<file path="config.mk">
export PLATFORM = sky130hd
export DESIGN_NAME = mem_request_arbiter
export DESIGN_NICKNAME = d
export VERILOG_FILES = /design/src/rtl/mem_request_arbiter.sv
export SDC_FILE = /design/constraint.sdc
export NUM_CORES = 1
export LEC_CHECK = 0
export BUFFER_PORTS_ARGS = -buffer_cell sky130_fd_sc_hd__buf_2
export CORE_AREA = 3 3 106 108
export CTS_CLUSTER_DIAMETER = 150
export DETAILED_ROUTE_END_ITERATION = 10
export DIE_AREA = 0 0 109 111
export MAX_ROUTING_LAYER = met4
export PLACE_DENSITY = 0.74
export SYNTH_ARGS = -nofsm -noshare
export SYNTH_HDL_FRONTEND = slang
export SYNTH_SLANG_ARGS = --single-unit
</file>
<file path="constraint.sdc">
create_clock -name clk -period 6.9 [get_ports clk]
set_clock_uncertainty 0.05 [all_clocks]
set_input_delay 0.69 -clock clk [delete_from_list [all_inputs] [get_ports clk]]
set_output_delay 0.69 -clock clk [all_outputs]
set_load 0.1 [all_outputs]
</file>
<file path="src/rtl/mem_request_arbiter.sv">
// Shares one memory port between instruction fetch and load/store accesses.
// A data access always finishes (or is aborted by the watchdog) before the next fetch.
module mem_request_arbiter #(
  parameter logic [31:0] INIT_INSTR = 32'h0000_0013,
  parameter int unsigned TIMEOUT    = 255
) (
  input  logic        clk,
  input  logic        RST,
  input  logic [31:0] PCaddr,
  input  logic        dmmRead,
  input  logic        dmmWrite,
  input  logic [31:0] dmmaddr,
  input  logic [31:0] dmmstore,
  input  logic [3:0]  dmmsel,
  input  logic        mem_ack,
  input  logic [31:0] mem_rdata,
  output logic        iready,
  output logic [31:0] instr,
  output logic        dready,
  output logic [31:0] dmmload,
  output logic        mem_ren,
  output logic        mem_wen,
  output logic [31:0] mem_addr,
  output logic [31:0] mem_wdata,
  output logic [3:0]  mem_sel,
  output logic        timeout_err
);

  typedef enum logic [1:0] {StIdle, StFetch, StData} state_e;

  // Counter value on the last cycle a request may wait before it is dropped.
  localparam logic [15:0] CntLast = 16'(TIMEOUT - 1);

  state_e      state_q, state_d;
  logic        data_done_q, data_done_d;
  logic [15:0] cnt_q, cnt_d;
  logic [31:0] instr_q, instr_d;
  logic [31:0] dmmload_q, dmmload_d;
  logic        terr_q, terr_d;
  logic        expired;

  assign expired = (cnt_q == CntLast);

  always_comb begin
    state_d     = state_q;
    data_done_d = data_done_q;
    cnt_d       = 16'd0;
    instr_d     = instr_q;
    dmmload_d   = dmmload_q;
    terr_d      = terr_q;
    iready      = 1'b0;
    dready      = 1'b0;
    mem_ren     = 1'b0;
    mem_wen     = 1'b0;
    mem_addr    = 32'h0;
    mem_wdata   = 32'h0;
    mem_sel     = 4'h0;

    unique case (state_q)
      StIdle: begin
        state_d = ((dmmRead || dmmWrite) && !data_done_q) ? StData : StFetch;
      end

      StFetch: begin
        mem_ren  = 1'b1;
        mem_addr = PCaddr;
        mem_sel  = 4'hF;
        if (mem_ack) begin
          iready      = 1'b1;
          instr_d     = mem_rdata;
          data_done_d = 1'b0;
          state_d     = StIdle;
        end else if (expired) begin
          // Dropped fetch is retried from idle; instr keeps its old value.
          terr_d  = 1'b1;
          state_d = StIdle;
        end else begin
          cnt_d = cnt_q + 16'd1;
        end
      end

      StData: begin
        mem_ren   = dmmRead;
        mem_wen   = dmmWrite & ~dmmRead;
        mem_addr  = dmmaddr;
        mem_wdata = dmmstore;
        mem_sel   = dmmsel;
        if (mem_ack) begin
          dready      = 1'b1;
          data_done_d = 1'b1;
          state_d     = StIdle;
          if (dmmRead) begin
            dmmload_d = mem_rdata;
          end
        end else if (expired) begin
          // Aborted access still counts as done so the core can move on.
          terr_d      = 1'b1;
          data_done_d = 1'b1;
          state_d     = StIdle;
        end else begin
          cnt_d = cnt_q + 16'd1;
        end
      end

      default: begin
        state_d = StIdle;
      end
    endcase
  end

  always_ff @(posedge clk or posedge RST) begin
    if (RST) begin
      state_q     <= StIdle;
      data_done_q <= 1'b0;
      cnt_q       <= 16'd0;
      instr_q     <= INIT_INSTR;
      dmmload_q   <= 32'h0;
      terr_q      <= 1'b0;
    end else begin
      state_q     <= state_d;
      data_done_q <= data_done_d;
      cnt_q       <= cnt_d;
      instr_q     <= instr_d;
      dmmload_q   <= dmmload_d;
      terr_q      <= terr_d;
    end
  end

  assign instr       = instr_q;
  assign dmmload     = dmmload_q;
  assign timeout_err = terr_q;

endmodule
</file>
==> out/results.txt <==
pin slew with the least headroom to its limit -> 1.10 ns
FF+latch count, synth -> 84
Hold EP -> timeout_err$_DFFE_PP0P_
crit start category -> register
Layout area overhead -> 39.9%
first-pass GRT wire length -> 20,000 um
Worst EP arrival -> 2.75 ns
Netlist cell types -> 34
Ports -> 274
maxcap violations -> 0
Min-Delay Path Depth -> 1
asr flop ratio synth -> 100%
CTS Hold Bufs -> 0
Setup violations, final -> 0
DR WL/cell -> 17.3 um
Post-synth EDFFs -> 0
H-tree levels -> 3
FF-to-FF Start -> state_q[0]$_DFFE_PP0P_
fin crit share -> 50.6%
Gates resized, CTS repair -> 0
hold_sp -> timeout_err$_DFFE_PP0P_
Mapped Area -> 0.00419 mm^2
most area-consuming cells after synthesis -> dfrtp_1 48%, mux2_2 17%, a22oi_1 5.7%, nor2b_1 5.7%, and2_1 4.9%
CP required -> 6.16 ns
Final GP Congestion -> 0.864
Sink Count -> 84
GR Overflow Total -> 0
Setup Fix Bufs, Post-CTS -> 0
chip width -> 109 um
largest net degree at the start of global routing -> 85
Num CTS Buffers -> 9
area of the core -> 0.0103 mm^2
layout net count -> 770
Die ar. -> 0.0121 mm^2
Setup crit end kind -> output pin
DP HPWL -> 10,300 um
r2r worst-path depth -> 5
Yosys top cell area share -> 48.3%
Fin Setup TNS -> 0 ns
Final Max Slew Viols -> 0
leading area contributor after synthesis -> dfrtp_1
critical path class -> reg -> out
CP peak stage delay -> 0.93 ns
cell area after layout -> 0.00587 mm^2
Via Count -> 3,802
ys flop type -> dfrtp_1
Max Fclk -> 286 MHz
Starting Density -> 40.6%
CTS tree -> done
Post-Syn Area per Cell -> 11.6 um^2
crit path from -> state_q[0]$_DFFE_PP0P_
IO Port Bufs -> 273
Fillers -> 914
syn_nets -> 505
Routed Antenna Nets -> 0
r2r setup slk -> 4.48 ns
Final Hold Viols -> 0
final wirelength -> 13,300 um
Mapped Cells -> 363
ANT cells -> 0
number of global-route vias before repair -> 4,032
initial antenna violation count -> 0
worst skew pair latency -> 0.35 ns
slowest CP cell -> ha_2
# rows -> 37
router iterations before antenna repair -> 4
Die H -> 111 um
RSZ-0062 raised after global routing -> no
Via-to-Cell Ratio -> 4.94
crit-path cells -> inv_1 -> ha_2 -> a22oi_1 -> nor2b_1 -> buf_2
worst-path fanout max -> 73
layout cells sized above 1 -> 58.0%
Ys Warns -> 0
Relative slew margins -> 26.7%
register area -> 0.00211 mm^2
outcome -> complete, no violations
DR DRC count -> 0
Hold Path Class -> reg -> reg
Clk Tree Root Cell -> clkbuf_8
gr usage total -> 21.7%
Clk pin slew, worst setup/hold paths -> 0.09 ns
reg2reg end -> dmmload[23]$_DFFE_PP0P_
Seq/Total Area, Yosys -> 50.2%
multi-input gate area in the final layout -> 0.00196 mm^2
Initial DRC Count -> 278
clk buf depth -> 2
crit path time final -> 3.49 ns
DP Area -> 0.00566 mm^2
[worst max-delay path: cells and delay by family (launching register included)]
| kind | cells | cell delay (ns) |
|---|---|---|
| adder cells (fa/ha/maj) | 1 | 0.93 |
| buffers and inverters | 2 | 0.58 |
| flip-flops | 1 | 0.39 |
| AND/OR/NAND/NOR | 1 | 0.27 |
| AO/OA/AOI/OAI | 1 | 0.21 |
[worst max-delay path by stage]
stage	end	cells after the start	slack, ns
after CTS	mem_addr[12]	5	3.37
after detailed placement	mem_addr[12]	5	3.78
after global routing	mem_addr[12]	5	3.19
after global placement	mem_addr[12]	5	3.86
final	mem_addr[12]	5	3.41
after floorplan	mem_addr[10]	6	3.53
[cell usage in the layout, fill, tap and decap left out, drive strengths merged, types with 4 or more instances in the layout]
master  Yosys  layout
buf         9     277
dfrtp      81      81
mux2       65      65
nor2b      38      38
and2       33      33
a22oi      32      32
nor2       20      20
xnor2      10      10
inv         8      10
clkbuf     14       9
nand2       7       7
a21oi       5       5
nor3        5       5
nand3       5       5
nand4       5       5
ha          5       5
nor4        4       4
xor2        4       4
[cells by family after synthesis]
family | synth area share [%]
buffers and inverters | 3.16
flip-flops | 50.2
AO/OA/AOI/OAI | 7.28
AND/OR/NAND/NOR | 17.1
multiplexers | 17.8
XOR/XNOR | 2.92
adder cells (fa/ha/maj) | 1.49
[synthesized netlist by cell type (all sizes together), types with 4 or more instances]
library cell and n:
ha 5, mux2 65, nand2 7, nand3 5, nor3 5, a22oi 32
buf 9, xnor2 10, dfrtp 81, nor4 4, and2 33, xor2 4
inv 8, nor2b 38, a21oi 5, clkbuf 14, nor2 20, nand4 5
[flip-flops by register name, indices dropped and copies added (netlist names)]
signal and count:
timeout_err 1, instr 32, state_q 2, cnt_q 16
dmmload 32, data_done_q 1
[routing by layer]
metal,global-route usage [%],share of wire [%],vias to the layer above
met3,6.41,9.5,21
met2,38.2,51,184
met5,-,0,-
li1,-,-,1780
met4,7.15,2.2,0
met1,23.0,37,1817
[stage by stage]
| stage | util (%) | setup slack (ns) | cells | hold WS [ns] |
|---|---|---|---|---|
| 4_1_cts | 56.8 | 3.37 | 769 | 0.422 |
| 3_3_place_gp | 54.8 | 3.86 | 753 | 0.390 |
| 2_1_floorplan | - | 3.53 | 363 | 0.404 |
| 6_report | 56.8 | 3.41 | 769 | 0.422 |
| 3_5_place_dp | 54.8 | 3.78 | 753 | 0.402 |
| 5_1_grt | 56.8 | 3.19 | 769 | 0.443 |
[area by class of cell]
| cell class | count | share of cell area (%) |
|---|---|---|
| tap | 136 | 2.90 |
| timing repair buffer | 277 | 23.8 |
| clock inverter | 7 | 1.41 |
| multi-input combinational | 248 | 33.4 |
| sequential | 84 | 35.9 |
| clock buffer | 9 | 2.11 |
| inverter | 8 | 0.512 |
Power is left out: the tool's default activity adds up to more than one toggle a clock period on the data nets, which glitch-free logic cannot reach.
